### config.mk
export PLATFORM = sky130hd
export DESIGN_NAME = shift_reg_ctrl_flat
export DESIGN_NICKNAME = d
export VERILOG_FILES = /design/src/rtl/shift_reg_ctrl_pkg.sv /design/src/rtl/shift_reg_ctrl_if.sv /design/src/rtl/shift_reg_ctrl.sv /design/src/flat_wrapper.sv
export SDC_FILE = /design/constraint.sdc
export NUM_CORES = 1
export LEC_CHECK = 0
export BUFFER_PORTS_ARGS = -buffer_cell sky130_fd_sc_hd__buf_2
export CAP_MARGIN = 40
export CORE_MARGIN = 2
export CORE_UTILIZATION = 31
export CTS_CLUSTER_SIZE = 24
export DETAILED_ROUTE_END_ITERATION = 6
export PLACE_DENSITY = 0.51
export SETUP_SLACK_MARGIN = 0.02
export SLEW_MARGIN = 40
export SYNTH_ARGS = -nofsm -noshare
export SYNTH_HDL_FRONTEND = slang
export SYNTH_SLANG_ARGS = --single-unit
### constraint.sdc
create_clock -name clk -period 1.9 [get_ports clk]
set_input_delay 0.095 -clock clk [delete_from_list [all_inputs] [get_ports clk]]
set_output_delay 0.095 -clock clk [all_outputs]
set_load 0.01 [all_outputs]
### src/rtl/shift_reg_ctrl_pkg.sv
// shift_reg_ctrl_pkg: shared FSM state type and SRAM timing constant for the shift register sequencer.
package shift_reg_ctrl_pkg;
    typedef enum logic [2:0] {IDLE, FETCH, LOAD, SHIFT, DONE} state_t;
    localparam int SRAM_LAT = 1;
endpackage

### src/rtl/shift_reg_ctrl_if.sv
// shift_reg_ctrl_if: job, SRAM, register-file and bit-serial handshake signals of the sequencer.
// stall_cnt exists only when SHIFT_REG_CTRL_PERF_CNT_EN is defined.
interface shift_reg_ctrl_if #(
    parameter int DATA_WIDTH = 8,
    parameter int ADDR_W     = 10,
    parameter int CNT_W      = 8
);
    localparam int IDX_W = $clog2(DATA_WIDTH);
    logic              start;
    logic [ADDR_W-1:0] base_addr;
    logic [CNT_W-1:0]  num_vec;
    logic              abort;
    logic              busy;
    logic              done;
    logic              sram_ren;
    logic [ADDR_W-1:0] sram_addr;
    logic              rf_w_en;
    logic              rf_r_en;
    logic              bit_valid;
    logic              bit_ready;
    logic [IDX_W-1:0]  bit_idx;
    logic              last_bit;
    logic              last_vec;
`ifdef SHIFT_REG_CTRL_PERF_CNT_EN
    logic [31:0]       stall_cnt;
`endif
    modport master (
`ifdef SHIFT_REG_CTRL_PERF_CNT_EN
        input  stall_cnt,
`endif
        output start, base_addr, num_vec, abort, bit_ready,
        input  busy, done, sram_ren, sram_addr, rf_w_en, rf_r_en,
               bit_valid, bit_idx, last_bit, last_vec
    );
    modport slave (
`ifdef SHIFT_REG_CTRL_PERF_CNT_EN
        output stall_cnt,
`endif
        input  start, base_addr, num_vec, abort, bit_ready,
        output busy, done, sram_ren, sram_addr, rf_w_en, rf_r_en,
               bit_valid, bit_idx, last_bit, last_vec
    );
endinterface

### src/rtl/shift_reg_ctrl.sv
// shift_reg_ctrl: fetches job vectors from SRAM into the shift register file and walks them MSB-first to the PE array.
// Define SHIFT_REG_CTRL_PERF_CNT_EN to add the saturating stall_cnt output.
module shift_reg_ctrl
    import shift_reg_ctrl_pkg::*;
#(
    parameter int DATA_WIDTH = 8,
    parameter int ADDR_W     = 10,
    parameter int CNT_W      = 8
) (
    input logic            clk,
    input logic            reset,
    shift_reg_ctrl_if.slave bus
);
    localparam int IDX_W = $clog2(DATA_WIDTH);

    state_t            state;
    logic [ADDR_W-1:0] addr;
    logic [CNT_W-1:0]  vec_cnt;
    logic [IDX_W-1:0]  bit_cnt;
    logic              in_shift;
    logic              last_vec;

    assign in_shift = state == SHIFT;
    assign last_vec = vec_cnt == CNT_W'(1);

    always_ff @(posedge clk or posedge reset) begin
        if (reset) begin
            state   <= IDLE;
            addr    <= '0;
            vec_cnt <= '0;
            bit_cnt <= '0;
        end else if (bus.abort) begin
            state <= IDLE;
        end else begin
            case (state)
                IDLE: if (bus.start) begin
                    addr    <= bus.base_addr;
                    vec_cnt <= bus.num_vec;
                    state   <= bus.num_vec == '0 ? DONE : FETCH;
                end
                FETCH: state <= LOAD;
                // SRAM data lands on the file input during LOAD (SRAM_LAT cycles after FETCH)
                LOAD: begin
                    bit_cnt <= IDX_W'(DATA_WIDTH - 1);
                    state   <= SHIFT;
                end
                SHIFT: if (bus.bit_ready) begin
                    if (bit_cnt != '0) begin
                        bit_cnt <= bit_cnt - 1'b1;
                    end else begin
                        vec_cnt <= vec_cnt - 1'b1;
                        addr    <= addr + 1'b1;
                        state   <= last_vec ? DONE : FETCH;
                    end
                end
                DONE:    state <= IDLE;
                default: state <= IDLE;
            endcase
        end
    end

    assign bus.busy      = state != IDLE;
    assign bus.done      = state == DONE;
    assign bus.sram_ren  = state == FETCH;
    assign bus.sram_addr = addr;
    assign bus.rf_w_en   = state == LOAD;
    assign bus.bit_valid = in_shift;
    assign bus.bit_idx   = in_shift ? bit_cnt : '0;
    assign bus.last_bit  = in_shift && bit_cnt == '0;
    assign bus.last_vec  = last_vec;
    // abort wins over the handshake, so the file never shifts in the abort cycle
    assign bus.rf_r_en   = in_shift & bus.bit_ready & ~bus.abort;

`ifdef SHIFT_REG_CTRL_PERF_CNT_EN
    logic [31:0] stall_cnt;
    always_ff @(posedge clk or posedge reset) begin
        if (reset)
            stall_cnt <= '0;
        else if (state == IDLE && bus.start && !bus.abort)
            stall_cnt <= '0;
        else if (in_shift && !bus.bit_ready && stall_cnt != '1)
            stall_cnt <= stall_cnt + 1'b1;
    end
    assign bus.stall_cnt = stall_cnt;
`endif
endmodule

### src/flat_wrapper.sv
// flat-port wrapper written by rule: the top's interface ports become plain ports
module shift_reg_ctrl_flat import shift_reg_ctrl_pkg::*;
#(
    parameter int DATA_WIDTH = 8,
    parameter int ADDR_W     = 10,
    parameter int CNT_W      = 8
)
  (clk, reset, bus_start, bus_base_addr, bus_num_vec, bus_abort, bus_bit_ready, bus_busy, bus_done, bus_sram_ren, bus_sram_addr, bus_rf_w_en, bus_rf_r_en, bus_bit_valid, bus_bit_idx, bus_last_bit, bus_last_vec);
  shift_reg_ctrl_if #(.DATA_WIDTH(DATA_WIDTH), .ADDR_W(ADDR_W), .CNT_W(CNT_W)) bus_i ();
  input logic clk;
  input logic reset;
  input wire logic [$bits(bus_i.start)-1:0] bus_start;
  input wire logic [$bits(bus_i.base_addr)-1:0] bus_base_addr;
  input wire logic [$bits(bus_i.num_vec)-1:0] bus_num_vec;
  input wire logic [$bits(bus_i.abort)-1:0] bus_abort;
  input wire logic [$bits(bus_i.bit_ready)-1:0] bus_bit_ready;
  output wire logic [$bits(bus_i.busy)-1:0] bus_busy;
  output wire logic [$bits(bus_i.done)-1:0] bus_done;
  output wire logic [$bits(bus_i.sram_ren)-1:0] bus_sram_ren;
  output wire logic [$bits(bus_i.sram_addr)-1:0] bus_sram_addr;
  output wire logic [$bits(bus_i.rf_w_en)-1:0] bus_rf_w_en;
  output wire logic [$bits(bus_i.rf_r_en)-1:0] bus_rf_r_en;
  output wire logic [$bits(bus_i.bit_valid)-1:0] bus_bit_valid;
  output wire logic [$bits(bus_i.bit_idx)-1:0] bus_bit_idx;
  output wire logic [$bits(bus_i.last_bit)-1:0] bus_last_bit;
  output wire logic [$bits(bus_i.last_vec)-1:0] bus_last_vec;
  assign bus_i.start = bus_start;
  assign bus_i.base_addr = bus_base_addr;
  assign bus_i.num_vec = bus_num_vec;
  assign bus_i.abort = bus_abort;
  assign bus_i.bit_ready = bus_bit_ready;
  assign bus_busy = bus_i.busy;
  assign bus_done = bus_i.done;
  assign bus_sram_ren = bus_i.sram_ren;
  assign bus_sram_addr = bus_i.sram_addr;
  assign bus_rf_w_en = bus_i.rf_w_en;
  assign bus_rf_r_en = bus_i.rf_r_en;
  assign bus_bit_valid = bus_i.bit_valid;
  assign bus_bit_idx = bus_i.bit_idx;
  assign bus_last_bit = bus_i.last_bit;
  assign bus_last_vec = bus_i.last_vec;
  shift_reg_ctrl #(.DATA_WIDTH(DATA_WIDTH), .ADDR_W(ADDR_W), .CNT_W(CNT_W)) u_core (.clk(clk), .reset(reset), .bus(bus_i));
endmodule
==> impl_metrics.env, run 1 <==
export IMPL_status="finished, final reports clean"
export IMPL_synth_warnings=0
export IMPL_yosysSeqAreaShare_pct=36.36
export IMPL_syn_nets=214
export IMPL_cp_required_ns=1.80
export IMPL_grt_pass1_wl_mm=7.383
export IMPL_cp_cell_sequence="nand3b_4 > inv_1 > buf_4 > buf_4 > buf_2"
export IMPL_path_buf_inv=4
export IMPL_synthFlopType="dfrtp_1"
export IMPL_cts_root_buf="clkbuf_8"
export IMPL_synth_edff_count=0
export IMPL_post_route_period_util_pct=91.13
export IMPL_finalSetupViolCount=0
export IMPL_critPathLaunchType="register"
export IMPL_drc=0
export IMPL_wl_per_cell_um=14.14
export IMPL_rsz0062_at_grt="no"
export IMPL_io_pins=44
export IMPL_ant_nets=0
export IMPL_grt_usage_pct=15.19
export IMPL_yosysTopAreaCellShare_pct=36.36
export IMPL_syn_cell_area_um2=1652
export IMPL_start_util_pct=32.13
export IMPL_synth_largest_area_cell="dfrtp_1"
export IMPL_hold_class="in2reg"
export IMPL_die_w_um=76.99
export IMPL_worst_path_max_fanout=9
export IMPL_critPathSlowestCell="dfrtp_1"
export IMPL_ir_drop_uv=500.5
export IMPL_drv_slew=0
export IMPL_layout_cells_non_filler=307
export IMPL_timing_fmax_mhz=577.5
export IMPL_hold_viol=0
export IMPL_port_buffers=43
export IMPL_crit_top_cell="buf_4"
export IMPL_gr_usage_met1_pct=20.40
export IMPL_grt_antenna_before_repair=0
export IMPL_gr_usage_met2_pct=25.26
export IMPL_cpPeakStageDelay_ns=0.46
export IMPL_wirelength_mm=4.340
export IMPL_synthToLayoutAreaGrowth_pct=25.00
export IMPL_dp_cells=302
export IMPL_hold_slack_ns=0.06985
export IMPL_post_dp_cell_area_um2=1981
export IMPL_cts_tree="built"
export IMPL_viasPerCell=5.111
export IMPL_avgSynthCellArea_um2=8.879
export IMPL_critPathKind="reg2out"
export IMPL_gp_congestion=0.8074
export IMPL_worstPathArrival_ns=1.64
export IMPL_clock_latency_ns=0.28
export IMPL_core_region_area_um2=5140
export IMPL_cpLargestDelayFamily="buffers and inverters"
export IMPL_synth_cells=186
export IMPL_die_height_um=76.99
export IMPL_leakagePower_nw=0.9367
export IMPL_die_area_um2=5927
export IMPL_max_cap_violations=0
export IMPL_synthTopCellsByCount="a21oi_1, dfrtp_1, o21ai_0"
export IMPL_min_period_ns=1.731
export IMPL_cts_buffers=3
export IMPL_drive_above_1_share_pct=30.38
export IMPL_worst_pin_slew_ns=0.5306
export IMPL_antennaDiodeCount=0
export IMPL_yosys_register_bits=24
export IMPL_post_route_util_pct=40.17
export IMPL_tns_ns=0
export IMPL_htreeDepth=1
export IMPL_vias=1569
export IMPL_dr_first_iter_drc_count=122
export IMPL_busiest_layer="met2"
export IMPL_layout_nets=266
export IMPL_finClkSkew_ns=0.01275
export IMPL_stdcell_area_um2=2064
export IMPL_cts_buffer_depth=2
export IMPL_ys_top_cells_by_area="dfrtp_1, a21oi_1, o21ai_0, ha_1, inv_1"
export IMPL_power_density_nw_per_um2=1330
export IMPL_dr_pass1_iters=4
export IMPL_grt_max_degree=25
export IMPL_end_kind="output pin"
export IMPL_grtUsageMet3_pct=2.824
export IMPL_synthDistinctLibCells=47
export IMPL_core_rowCount=26
export IMPL_cts_sinks=24
export IMPL_clk_pin_slew_worst_paths_ns=0.10
export IMPL_dp_hpwl_mm=3.255
export IMPL_async_reset_ff_share_pct=100.0
export IMPL_grt_pass1_vias=1542
export IMPL_slew_headroom_pct=64.63
export IMPL_grt_ovfl_total=0
sequential cells by signal (all words and copies together) (netlist names):
| register | flops |
|---|---|
| u_core.bit_cnt | 3 |
| u_core.bus.sram_addr | 10 |
| u_core.state | 3 |
| u_core.vec_cnt | 8 |
routing by layer:
layer / part of all wire, % / wire [um]
met5: 0 / 0
met4: 0.78 / 34
met3: 3.7 / 159
met2: 49 / 2121
met1: 47 / 2025
metrics by stage:
stage               power [mW]  worst slack, ns
detailed placement       2.288           0.1708
floorplan                1.860           0.3532
global route             2.982          0.04720
CTS                      2.769          0.09251
global placement         2.292           0.2048
finish                   2.745           0.1685
logic make-up after synthesis:
family / after synthesis / synth area share [%]
adders and majority gates: 5 / 3.788
DFF: 24 / 36.36
AOI/OAI and AO/OA: 70 / 28.11
and+or+nand+nor: 62 / 22.95
xor gates and xnor gates: 1 / 0.5304
muxes: 2 / 1.212
buffers and inverters: 22 / 7.045
worst min-delay path, stage by stage:
cell     delay, ns
buf_2         0.10
nand2_1       0.04
a31oi_1       0.07
path summary, 6_finish.rpt:
| check | start | to | slack (ns) | depth (start not counted) |
|---|---|---|---|---|
| min in group asynchronous | reset | u_core.state[2] | 0.40 | 4 |
| max in group asynchronous | reset | u_core.state[0] | 1.22 | 4 |
| min reg2reg | u_core.bus.sram_addr[0] | u_core.bus.sram_addr[0] | 0.53 | 1 |
| max | u_core.state[2] | bus_bit_valid | 0.17 | 5 |
| min | bus_base_addr[1] | u_core.bus.sram_addr[1] | 0.07 | 3 |
| max reg2reg | u_core.bit_cnt[0] | u_core.bus.sram_addr[4] | 0.20 | 6 |
layout make-up:
| cell class | instances | area [um2] |
|---|---|---|
| fillers | 550 | 3075 |
| clock buffers | 3 | 41.29 |
| multi-input cells | 140 | 934.6 |
| inverters | 12 | 45.04 |
| well taps | 70 | 87.58 |
| repair buffers | 57 | 322.8 |
| flip-flops and latches | 24 | 603.1 |
| clock inverters | 1 | 30.03 |
report_power, final:
group / internal, mW / switching [mW] / total [mW]
logic: 0.559 / 0.685 / 1.24
clock network: 0.282 / 0.182 / 0.464
registers: 0.745 / 0.292 / 1.04
what timing repair did:
action,CTS,global route
endpoints found under the hold margin,24,0
setup buffers,0,0
setup endpoints to repair,0,1
resized for setup,0,2
hold buffers,1,0
placed cells by master (no fill, tap or decap), drive strengths merged, types with 3 or more instances in the layout:
cell      n
nor3      8
nand3     5
nand2b    5
inv      12
dfrtp    24
ha        5
nor3b     3
o21ai    17
buf      56
o22ai     5
a2bb2oi   4
a31oi     5
clkbuf    3
nand2    13
nor4      5
a21oi    24
o32ai     3
nor2     12
Power figures use the tool's default switching activity.
==> run 2: changes to the inputs <==
Settings changed: CORE_MARGIN 2 to not set.
==> impl_metrics.env, run 2 (synthesis gave the netlist of run 1 again) <==
export IMPL_core_rowCount=26
export IMPL_end_kind="output pin"
export IMPL_die_w_um=74.99
export IMPL_leakagePower_nw=0.9212
export IMPL_cp_required_ns=1.80
export IMPL_grt_ovfl_total=0
export IMPL_wirelength_mm=4.256
export IMPL_rsz0062_at_grt="no"
export IMPL_post_dp_cell_area_um2=1958
export IMPL_hold_slack_ns=0.07104
export IMPL_path_buf_inv=1
export IMPL_cts_buffer_depth=2
export IMPL_drv_slew=0
export IMPL_swShare_pct=42.38
export IMPL_wl_per_cell_um=13.91
export IMPL_critPathKind="reg2out"
export IMPL_post_route_period_util_pct=93.07
export IMPL_worst_path_max_fanout=6
export IMPL_grt_pass1_vias=1471
export IMPL_finalSetupViolCount=0
export IMPL_n_fill_cell=566
export IMPL_ir_drop_uv=700.2
export IMPL_status="finished, final reports clean"
export IMPL_power_share_sequential_pct=38.0
export IMPL_critPathSlowestCell="or4_4"
export IMPL_timing_fmax_mhz=565.5
export IMPL_cp_cell_sequence="or4_4 > nor3_4 > buf_2"
export IMPL_ant_nets=0
export IMPL_grt_pass1_wl_mm=7.120
export IMPL_mostFrequentLayoutCells="buf_2, a21oi_1, dfrtp_1"
export IMPL_worst_pin_slew_ns=0.4833
export IMPL_power_total_mw=2.721
export IMPL_worstPathArrival_ns=1.67
export IMPL_start_util_pct=32.34
export IMPL_cts_root_buf="clkbuf_8"
export IMPL_port_buffers=43
export IMPL_grt_antenna_before_repair=0
export IMPL_cts_tree="built"
export IMPL_gp_congestion=0.7881
export IMPL_synthToLayoutAreaGrowth_pct=24.70
export IMPL_viasPerCell=5.069
export IMPL_die_area_um2=5624
export IMPL_die_height_um=74.99
export IMPL_critPathLaunchType="register"
export IMPL_dr_pass1_iters=4
export IMPL_dr_first_iter_drc_count=76
export IMPL_finClkSkew_ns=0.009555
export IMPL_antennaDiodeCount=0
export IMPL_switching_power_mw=1.153
export IMPL_min_period_ns=1.768
export IMPL_slew_headroom_pct=67.48
export IMPL_cpPeakStageDelay_ns=0.61
export IMPL_io_pins=44
export IMPL_cts_sinks=24
export IMPL_drc=0
export IMPL_layout_nets=265
export IMPL_pwr_share_comb_pct=45.1
export IMPL_grt_max_degree=25
export IMPL_largest_reg_flops=10
export IMPL_max_cap_violations=0
export IMPL_cts_buffers=3
export IMPL_htreeDepth=1
export IMPL_final_common_cell="buf_2"
export IMPL_drive_above_1_share_pct=30.08
export IMPL_clock_latency_ns=0.27
export IMPL_p_int_mw=1.568
export IMPL_tns_ns=0
export IMPL_p_clk_share_pct=16.8
export IMPL_dp_hpwl_mm=3.119
export IMPL_stdcell_area_um2=2059
export IMPL_hold_class="in2reg"
export IMPL_cpLargestDelayFamily="simple AND/OR/NAND/NOR gates"
export IMPL_vias=1551
export IMPL_grt_usage_pct=16.46
export IMPL_power_density_nw_per_um2=1321
export IMPL_core_region_area_um2=5107
export IMPL_clk_pin_slew_worst_paths_ns=0.10
export IMPL_post_route_util_pct=40.32
export IMPL_hold_viol=0
-- run 2: per-stage QoR --
step | instances | setup WS, ns
after floorplan | 186 | 0.3532
after global placement | 299 | 0.2173
after detailed placement | 299 | 0.1821
after CTS | 304 | 0.07322
after global routing | 306 | 0.03947
final | 306 | 0.1316
-- run 2: final cells by class --
cell class / instances / area (um2) / area share, %
Inverter: 12 / 48.80 / 2.369
Clock inverter: 1 / 30.03 / 1.458
Multi-Input combinational cell: 140 / 934.6 / 45.38
Clock buffer: 3 / 41.29 / 2.005
Tap cell: 70 / 87.58 / 4.253
Sequential cell: 24 / 601.8 / 29.22
Timing Repair Buffer: 56 / 315.3 / 15.31
-- run 2: worst reg2reg max path: cells and delay by family, from the launching register on --
kind                   cells  cell delay (ns)
AOI/OAI and AO/OA          3             0.64
DFF                        1             0.50
and+or+nand+nor            1             0.26
buffers and inverters      1             0.21
-- run 2: power by group through the flow --
| stage | Combinational (mW) | Sequential [mW] | Clock (mW) |
|---|---|---|---|
| floorplan | 0.861 | 0.999 | 0 |
| global placement | 1.21 | 1.04 | 0 |
| detailed placement | 1.21 | 1.04 | 0 |
| CTS | 1.22 | 1.03 | 0.480 |
| global route | 1.40 | 1.08 | 0.495 |
| finish | 1.23 | 1.03 | 0.458 |
-- run 2: path summary, 6_finish.rpt --
path	from	to	slack [ns]	cells after the start
setup / recovery	u_core.vec_cnt[3]	bus_last_vec	0.13	3
hold / removal	bus_base_addr[1]	u_core.bus.sram_addr[1]	0.07	3
hold reg to reg	u_core.bus.sram_addr[0]	u_core.bus.sram_addr[0]	0.54	1
max in group asynchronous	reset	u_core.state[2]	1.24	4
setup reg to reg	u_core.state[1]	u_core.vec_cnt[5]	0.18	5
min in group asynchronous	reset	u_core.bus.sram_addr[4]	0.40	4
-- run 2: what timing repair did --
action	in CTS	in global routing
hold buffers	1	0
endpoints found under the setup margin	0	4
buffers inserted	0	2
gates resized for setup	0	3
endpoints found under the hold margin	24	0
-- run 2: routing by layer --
layer / routed length, um / up-vias / global-route usage [%]
met1: 2161 / 726 / 23.09
met4: 38 / 0 / 3.354
li1: - / 795 / -
met3: 135 / 4 / 3.079
met5: 0 / - / 0
met2: 1921 / 26 / 26.53
